[src/rtl/sram_port_arbiter.sv]
// Shares one single-port synchronous SRAM between an instruction-fetch port and a data port.
// Data has priority, and a starvation counter force-grants fetch after STARVE_MAX consecutive denials.
module sram_port_arbiter #(
   parameter int ADDR_W     = 32,
   parameter int DATA_W     = 32,
   parameter int STARVE_MAX = 4
) (
   input  logic                clk,
   input  logic                resetn,
   input  logic                inst_req,
   input  logic [ADDR_W-1:0]   inst_addr,
   output logic                inst_addr_ok,
   output logic                inst_data_ok,
   output logic [DATA_W-1:0]   inst_rdata,
   input  logic                data_req,
   input  logic [DATA_W/8-1:0] data_wen,
   input  logic [ADDR_W-1:0]   data_addr,
   input  logic [DATA_W-1:0]   data_wdata,
   output logic                data_addr_ok,
   output logic                data_data_ok,
   output logic [DATA_W-1:0]   data_rdata,
   output logic                sram_en,
   output logic [DATA_W/8-1:0] sram_wen,
   output logic [ADDR_W-1:0]   sram_addr,
   output logic [DATA_W-1:0]   sram_wdata,
   input  logic [DATA_W-1:0]   sram_rdata
);

   localparam int WEN_W = DATA_W / 8;
   localparam int CNT_W = $clog2(STARVE_MAX + 1);
   localparam logic [CNT_W-1:0] STARVE_LIM = CNT_W'(STARVE_MAX);

   typedef enum logic [1:0] {OWN_NONE, OWN_INST, OWN_DATA} owner_t;

   owner_t            grant_p0;
   owner_t            resp_owner;
   logic [CNT_W-1:0]  starve_cnt;
   logic [CNT_W-1:0]  starve_cnt_nxt;
   logic              force_inst;
   logic [DATA_W-1:0] inst_hold_p1;
   logic [DATA_W-1:0] data_hold_p1;

   function automatic logic [CNT_W-1:0] sat_inc(input logic [CNT_W-1:0] v);
      return (v == STARVE_LIM) ? v : v + CNT_W'(1);
   endfunction

   // Stage 0: combinational grant; resetn is active-high, so nothing is granted while it is asserted.
   always_comb begin
      grant_p0       = OWN_NONE;
      starve_cnt_nxt = '0;
      force_inst     = inst_req && (starve_cnt == STARVE_LIM);
      if (resetn)
         grant_p0 = OWN_NONE;
      else if (force_inst)
         grant_p0 = OWN_INST;
      else if (data_req)
         grant_p0 = OWN_DATA;
      else if (inst_req)
         grant_p0 = OWN_INST;
      if (inst_req && grant_p0 != OWN_INST)
         starve_cnt_nxt = sat_inc(starve_cnt);
   end

   assign inst_addr_ok = (grant_p0 == OWN_INST);
   assign data_addr_ok = (grant_p0 == OWN_DATA);
   assign sram_en      = (grant_p0 != OWN_NONE);
   assign sram_addr    = (grant_p0 == OWN_DATA) ? data_addr :
                         (grant_p0 == OWN_INST) ? inst_addr : '0;
   assign sram_wen     = (grant_p0 == OWN_DATA) ? data_wen   : WEN_W'(0);
   assign sram_wdata   = (grant_p0 == OWN_DATA) ? data_wdata : '0;

   // Stage 1: response ownership; the read data holds are cleared too so every output is 0 in reset.
   always_ff @(posedge clk or posedge resetn) begin
      if (resetn) begin
         resp_owner   <= OWN_NONE;
         starve_cnt   <= '0;
         inst_hold_p1 <= '0;
         data_hold_p1 <= '0;
      end else begin
         resp_owner <= grant_p0;
         starve_cnt <= starve_cnt_nxt;
         if (resp_owner == OWN_INST)
            inst_hold_p1 <= sram_rdata;
         if (resp_owner == OWN_DATA)
            data_hold_p1 <= sram_rdata;
      end
   end

   assign inst_data_ok = (resp_owner == OWN_INST);
   assign data_data_ok = (resp_owner == OWN_DATA);
   assign inst_rdata   = inst_data_ok ? sram_rdata : inst_hold_p1;
   assign data_rdata   = data_data_ok ? sram_rdata : data_hold_p1;

endmodule

[config.mk]
export PLATFORM = sky130hd
export DESIGN_NAME = sram_port_arbiter
export DESIGN_NICKNAME = d
export VERILOG_FILES = /design/src/rtl/sram_port_arbiter.sv
export SDC_FILE = /design/constraint.sdc
export NUM_CORES = 1
export LEC_CHECK = 0
export CORE_AREA = 2 2 106 108
export DETAILED_ROUTE_END_ITERATION = 10
export DIE_AREA = 0 0 108 110
export PLACE_DENSITY = 0.81
export SLEW_MARGIN = 20
export SYNTH_ARGS = -nofsm -noshare
export SYNTH_HDL_FRONTEND = slang
export SYNTH_SLANG_ARGS = --single-unit
[constraint.sdc]
create_clock -name clk -period 4.45 [get_ports clk]
set_clock_uncertainty 0.15 [all_clocks]
set_input_delay 0.89 -clock clk [delete_from_list [all_inputs] [get_ports clk]]
set_output_delay 0.89 -clock clk [all_outputs]
set_load 0.01 [all_outputs]
==> metrics.txt, run 1 <==
status=finished clean; # diodes=0; cell-internal power=1.561 mW; Gate power share=35.9%; P_sw=0.5412 mW; Total Routing Usage GR=18.67%; H-tree Lvls=3; WHS Endpoint=data_hold_p1[13]; period utilization=92.72%; CTS tree=built; routability cong.=0.7792; layout cells sized above 1=17.78%; Die ar.=11,880 µm²; Synth warnings=0; Post-synth EDFFs=0; Max Slew Vio Count=0; worst path arrival time=3.09 ns; Peak VDD IR=0.1626 mV; final hold vios=0; Design Power=2.103 mW; Syn Area/Cell=13.14 µm²; WS Path Type=primary input to output port; CP delay by family, top=buffers and inverters; setup_tns=0 ns; Critical Path End Type=output port; port buffer count=272; FF-to-FF Start=starve_cnt[0]; FF-to-FF End=resp_owner[0]; CP max stage delay=0.68 ns; Reg clk slew, reported paths=0.07 ns; Final setup viols=0; most common cell after layout, fill and taps aside=clkdlybuf4s50_1; Nets=656; R2R setup slack=2.55 ns; cell count of the worst hold path=1; reg2reg path depth=5; required time worst endpoint=3.41 ns; area leader, netlist=dfrtp_1; CTS Root Cell=clkbuf_8; Hold Startpoint=data_hold_p1[13]; area delta synth->final=94.40%; Sw Share=25.74%; critical path peak fanout=33; drt wl/cell=17.64 µm; gr ovfl total=0; dpl hpwl=9.272 mm; core area=10,700 µm²; routed vias/inst=4.667; DRT iter0 DRCs=107; final hold slack=0.3493 ns; initial antenna violation count=0; sink count of the clock tree=69; Cell Pwr Density=331.8 nW/µm²; largest net degree at the start of global routing=37; FMAX=242.4 MHz; HP Class=flip-flop to flip-flop; Worst Setup Start Kind=primary input; slowest CP cell=clkdlybuf4s50_1; cells after synthesis=248; Worst-Margin Slew=0.8808 ns; post-synth net total=386; Clock Path Buffers=2; first-pass GRT wire length=16.99 mm; Maximum Capacitance Violations=0; Die Ht=110 µm; Cell variety after synth=29; cell area after synthesis=3259 µm²; Clk Latency, worst-skew pair=0.32 ns; ranking of synthesized cells by area=dfrtp_1 53%, mux2_2 22%, a22o_1 8.6%, and2_1 6.9%, buf_2 1.2%; commonest cells after routing, fill and taps aside=272 x clkdlybuf4s50_1, 69 x dfrtp_1, 64 x mux2_2; Post-synth ARST share=100.0%; Top FF cell, synth=dfrtp_1; initial core utilization=30.47%; DRC Markers=0; unrepaired setup endpoints after global routing=no; max_slew headroom=41.28%; Top-Level Pins=273; setup bufs post-CTS=0; leakage=2.554 nW; Seq cells post-synth=69; worst-path cell chain=clkdlybuf4s50_1, a311oi_4, buf_4, a22o_1, clkdlybuf4s50_1; Seq/Total Area, Yosys=52.98%; share of the synthesized area in the top cell type=52.98%; CP Buf/Inv Count=3; cts hold-fix bufs=0; Post-DRT Antenna Nets=0; row cnt=38; number of global-route vias before repair=3,282; sequential group share of total power=36.7%; DRT Pass-1 Iters=4; PostCTS Resize Cnt=0; TritonCTS Buffers=9; crit path time final=4.126 ns; clock group share of total power=27.4%; vias=3,094; Die W=108 µm; final wirelength=11.70 mm; crit-path most repeated cell=clkdlybuf4s50_1
## final cells by class
class | count | area [µm²]
sequential | 69 | 1727
timing repair buffer | 278 | 2768
inverter | 6 | 22.52
fill | 874 | 4362
clock inverter | 5 | 81.33
multi-input combinational | 154 | 1411
clock buffer | 11 | 151.4
tap | 140 | 175.2
## sequential cells by signal (all words and copies together), names as in the netlist
name	count
data_hold_p1	32
inst_hold_p1	32
starve_cnt	3
resp_owner	2
## metal layers
| layer | vias to the layer above | global-route usage, % | share of wire, % |
|---|---|---|---|
| met5 | - | 0 | 0 |
| met4 | 0 | 5.586 | 1.4 |
| met3 | 15 | 5.467 | 7.6 |
| met2 | 152 | 33.11 | 52 |
| met1 | 1503 | 21.94 | 39 |
| li1 | 1424 | - | - |
## cell families (layout without fill, tap and decap cells)
| logic type | count (synthesis) | count (layout) | synth area share, % |
|---|---|---|---|
| DFF | 69 | 69 | 52.98 |
| muxes | 64 | 64 | 22.11 |
| and+or+nand+nor | 46 | 46 | 8.561 |
| AOI/OAI and AO/OA | 42 | 42 | 11.55 |
| buffers and inverters | 25 | 300 | 4.030 |
| adders and majority gates | 2 | 2 | 0.7676 |
## worst max-delay path by stage
stage              from              end  slack (ns)  cells past startpoint
3_3_place_gp   data_req    sram_addr[21]        0.44                      6
6_report         resetn    sram_addr[18]        0.32                      5
2_1_floorplan    resetn  data_hold_p1[0]        1.42                      2
5_1_grt        data_req    sram_addr[18]        0.24                      6
3_5_place_dp   data_req    sram_addr[18]        0.34                      6
4_1_cts        data_req    sram_addr[18]        0.33                      6
## metrics by stage
stage | std cells | utilization (%) | instance area [µm²] | setup WS (ns)
after floorplan | 248 | - | 3259 | 1.419
after global placement | 647 | 57.05 | 6103 | 0.4376
after detailed placement | 647 | 57.05 | 6103 | 0.3428
after CTS | 663 | 59.23 | 6336 | 0.3297
after global routing | 663 | 59.23 | 6336 | 0.2383
final | 663 | 59.23 | 6336 | 0.3242
## power groups by stage
stage          sequential (mW)  clock [mW]  combinational, mW
2_1_floorplan            0.774           0              0.300
3_3_place_gp             0.779           0              0.749
3_5_place_dp             0.786           0              0.760
4_1_cts                  0.773       0.600              0.764
5_1_grt                  0.785       0.631              0.804
6_report                 0.771       0.576              0.755
## synthesized netlist by cell type, types with 2 or more instances
library cell and instances:
dfrtp_1 69, buf_4 3, nand3_1 2, mux2_2 64, ha_1 2, a22o_1 32, buf_6 2, buf_2 8
a21oi_1 3, and2_1 36, inv_1 5, clkbuf_1 4, nand4_1 2
(Power assumes the default switching activity.)
==> run 2: changes to the inputs <==
Settings changed: SETUP_SLACK_MARGIN set to 0.3.
==> run 2 against run 1 <==
Total power about the same. Count of clock-buffer cells in the layout unchanged. First-iteration DRC count fell by 28%. Worst setup slack improved by 0.054 ns. Critical endpoint is now sram_wdata[5]. Largest power group unchanged.
==> metrics.txt, run 2 (synthesis results as in run 1) <==
status=finished clean; DRT Pass-1 Iters=4; FMAX=245.6 MHz; first-pass GRT wire length=16.99 mm; layout cells sized above 1=17.78%; initial antenna violation count=0; routability cong.=0.7792; CP delay by family, top=buffers and inverters; area delta synth->final=94.59%; Peak VDD IR=0.1626 mV; FILL cells=875; Layout Utilization=59.29%; Worst-Margin Slew=0.8805 ns; DRT iter0 DRCs=77; Design Area, Final=6342 µm²; Clock Path Buffers=2; Die ar.=11,880 µm²; period utilization=91.51%; Cell Pwr Density=331.6 nW/µm²; dpl hpwl=9.272 mm; final hold vios=0; initial core utilization=30.47%; Final setup viols=0; worst-path cell chain=clkdlybuf4s50_1, inv_2, a311oi_4, buf_4, and2_1, clkdlybuf4s50_1; critical path peak fanout=36; Top-Level Pins=273; crit-path most repeated cell=clkdlybuf4s50_1; required time worst endpoint=3.41 ns; CP max stage delay=0.64 ns; Reg clk slew, reported paths=0.07 ns; gr ovfl total=0; unrepaired setup endpoints after global routing=yes; most common cell after layout, fill and taps aside=clkdlybuf4s50_1; Die Ht=110 µm; CTS Root Cell=clkbuf_8; CP Buf/Inv Count=4; vias=3,092; number of global-route vias before repair=3,282; Worst Setup Start Kind=primary input; final hold slack=0.3493 ns; H-tree Lvls=3; slowest CP cell=clkdlybuf4s50_1; Max Slew Vio Count=0; # diodes=0; setup_tns=0 ns; leakage=2.564 nW; port buffer count=272; worst path arrival time=3.03 ns; Critical Path End Type=output port; Regs by FF count=data_hold_p1 x32, inst_hold_p1 x32, starve_cnt x3; max_slew headroom=41.30%; row cnt=38; Nets=656; CTS tree=built; Die W=108 µm; Cell Area, Placed=6103 µm²; routed vias/inst=4.664; crit path time final=4.072 ns; HP Class=flip-flop to flip-flop; DRC Markers=0; Post-DRT Antenna Nets=0; Total Routing Usage GR=18.67%; PostCTS Resize Cnt=0; WS Path Type=primary input to output port; sink count of the clock tree=69; TritonCTS Buffers=9; Maximum Capacitance Violations=0; core area=10,700 µm²; final wirelength=11.68 mm; cts hold-fix bufs=0; drt wl/cell=17.61 µm; largest net degree at the start of global routing=37; commonest cells after routing, fill and taps aside=271 x clkdlybuf4s50_1, 69 x dfrtp_1, 64 x mux2_2; setup bufs post-CTS=0; Clk Latency, worst-skew pair=0.32 ns
[run 2: changes by cell type in the layout (fill, tap and decap cells not counted)]
cell / previous run / this run
buf_4: 6 / 5
buf_6: 0 / 1
clkdlybuf4s50_1: 272 / 271
dlymetal6s2s_1: 0 / 1
[run 2: per-layer routing]
layer / GRT usage (%) / up-vias / part of all wire, %
met3: 5.467 / 15 / 7.6
met1: 21.94 / 1505 / 39
met2: 33.11 / 148 / 52
li1: - / 1424 / -
met5: 0 / - / 0
met4: 5.586 / 0 / 1.4
[run 2: worst paths after layout]
kind	slack (ns)	to	startpoint	cells after the start
min in group asynchronous	0.81	data_hold_p1[0]	resetn	2
setup reg to reg	2.55	resp_owner[0]	starve_cnt[0]	5
max in group asynchronous	2.61	data_hold_p1[25]	resetn	3
hold reg to reg	0.35	data_hold_p1[13]	data_hold_p1[13]	1
setup / recovery	0.38	sram_wdata[5]	data_req	6
hold / removal	0.35	data_hold_p1[13]	data_hold_p1[13]	1
[run 2: cell type report]
| cell class | instances | area [µm²] | area share, % |
|---|---|---|---|
| clock buffers | 11 | 151.4 | 2.387 |
| repair buffers | 278 | 2774 | 43.74 |
| flip-flops and latches | 69 | 1727 | 27.22 |
| multi-input cells | 154 | 1411 | 22.25 |
| clock inverters | 5 | 81.33 | 1.282 |
| well taps | 140 | 175.2 | 2.762 |
| inverters | 6 | 22.52 | 0.3551 |
[run 2: where the power goes]
group          internal, mW  leakage, nW  switching [mW]
Combinational         0.471         1.63           0.284
Sequential            0.743        0.815          0.0283
Clock                 0.347        0.116           0.229
[run 2: through the flow]
step	worst slack (ns)	instances	power, mW
2_1_floorplan	1.419	248	1.073
3_3_place_gp	0.4376	647	1.527
3_5_place_dp	0.3428	647	1.545
4_1_cts	0.3297	663	2.137
5_1_grt	0.2978	663	2.221
6_report	0.3777	663	2.103
==> run 3: changes to the inputs <==
Settings changed: CORE_AREA 2 2 106 108 to not set, CORE_MARGIN set to 2, CORE_UTILIZATION set to 30, DIE_AREA 0 0 108 110 to not set, DONT_BUFFER_PORTS set to 1, PLACE_DENSITY 0.81 to 0.48.
==> run 3 against run 2 <==
Sequential cell count stayed put. First-iteration DRC count is 42% higher. Clock power is 15% lower. Total power is 24% lower. Global-route usage is 2.6 points lower. Sequential share of layout area is 21 points higher. Critical endpoint is now sram_addr[19]. Worst setup slack better by 0.61 ns. Core utilization is 26 points lower. Worst hold slack better by 0.038 ns. Sequential power hardly changed. Wire length is 16% lower. Largest power group unchanged. Critical path depth stayed put.
==> metrics.txt, run 3 (synthesis results as in run 1) <==
status=finished clean; sink count of the clock tree=69; drt wl/cell=24.84 µm; setup bufs post-CTS=0; Layout Utilization=33.37%; reg2reg path depth=2; vias=2,093; Final setup viols=0; slowest CP cell=dfrtp_1; Cell Pwr Density=449.5 nW/µm²; DRT iter0 DRCs=109; H-tree Lvls=3; TritonCTS Buffers=9; initial antenna violation count=9; row cnt=38; initial core utilization=30.47%; CP delay by family, top=compound AO/OA/AOI/OAI gates; most common cell after layout, fill and taps aside=dfrtp_1; cts hold-fix bufs=0; final cell count without fillers=394; dpl hpwl=7.565 mm; Die W=108.2 µm; Die ar.=11,710 µm²; required time worst endpoint=3.41 ns; Hold Startpoint=inst_hold_p1[4]; leakage=1.487 nW; dpl cells=372; Peak VDD IR=0.1515 mV; Design Area, Final=3570 µm²; FF-to-FF End=data_hold_p1[1]; Max Slew Vio Count=0; R2R setup slack=2.43 ns; CTS Root Cell=clkbuf_8; gr ovfl total=0; FF-to-FF Start=resp_owner[0]; crit path time final=3.460 ns; HP Class=flip-flop to flip-flop; layout cells sized above 1=36.29%; Cell Area, Placed=3358 µm²; final wirelength=9.788 mm; Clk Latency, worst-skew pair=0.33 ns; fin worst setup slack=0.9897 ns; Design Power=1.605 mW; final hold vios=0; Maximum Capacitance Violations=0; period utilization=77.76%; Regs by FF count=data_hold_p1 x32, inst_hold_p1 x32, starve_cnt x3; critical path peak fanout=31; max_slew headroom=29.43%; CP Buf/Inv Count=2; CP max stage delay=0.41 ns; Critical Path End Type=output port; PostCTS Resize Cnt=0; Reg clk slew, reported paths=0.07 ns; Clock Path Buffers=2; worst path arrival time=2.42 ns; largest net degree at the start of global routing=69; area delta synth->final=9.520%; FILL cells=1,076; WHS Endpoint=inst_hold_p1[4]; commonest cells after routing, fill and taps aside=69 x dfrtp_1, 64 x mux2_2, 36 x and2_1; Post-DRT Antenna Nets=0; Nets=381; FMAX=289.0 MHz; Worst Setup Start Kind=flip-flop; DRC Markers=0; dpl ws=1.392 ns; unrepaired setup endpoints after global routing=no; Worst-Margin Slew=1.056 ns; CTS tree=built; first-pass GRT wire length=13.29 mm; port buffer count=0; Total Routing Usage GR=16.05%; Top-Level Pins=273; routability cong.=0.9295; Die Ht=108.2 µm; WS Path Type=flip-flop to output port; number of global-route vias before repair=2,032; setup_tns=0 ns; core area=10,700 µm²; cell count of the worst hold path=1; worst-path cell chain=inv_1, ha_1, nand2_2, a211oi_4, buf_4, a22o_1; routed vias/inst=5.312; DRT Pass-1 Iters=4; final hold slack=0.3874 ns
run 3: changes by cell type in the layout (fill, tap and decap cells not counted):
cell             delta
bufinv_16           -2
clkdlybuf4s50_1   -271
clkbuf_8            +2
buf_6               -1
buf_4               -2
diode_2             +6
clkinv_2            +1
dlymetal6s2s_1      -1
inv_6               -1
run 3: worst max path at each step:
stage / from / to / slack, ns / cells past startpoint
2_1_floorplan: resetn / data_hold_p1[0] / 1.42 / 2
3_3_place_gp: data_req / sram_addr[19] / 1.44 / 4
3_5_place_dp: data_req / sram_addr[19] / 1.39 / 4
4_1_cts: starve_cnt[0] / sram_addr[19] / 1.02 / 6
5_1_grt: starve_cnt[0] / sram_addr[18] / 0.85 / 6
6_report: starve_cnt[0] / sram_addr[19] / 0.99 / 6
run 3: layout make-up:
| class | count | area, µm² | area share, % |
|---|---|---|---|
| antenna | 6 | 15.01 | 0.4206 |
| clock buffer | 13 | 178.9 | 5.012 |
| clock inverter | 3 | 17.52 | 0.4907 |
| inverter | 6 | 22.52 | 0.6309 |
| multi-input combinational | 154 | 1411 | 39.54 |
| sequential | 69 | 1727 | 48.37 |
| tap | 140 | 175.2 | 4.907 |
| timing repair buffer | 3 | 22.52 | 0.6309 |
run 3: power breakdown:
group | internal (mW) | switching, mW | leakage (nW)
registers | 0.743 | 0.0270 | 0.815
logic | 0.128 | 0.219 | 0.571
clock network | 0.262 | 0.226 | 0.101
run 3: per-layer routing:
metal  GRT usage [%]  routed length (µm)
met1           16.39                3242
met2           25.83                4924
met3           8.740                1221
met4           9.707                 361
met5               0                  39
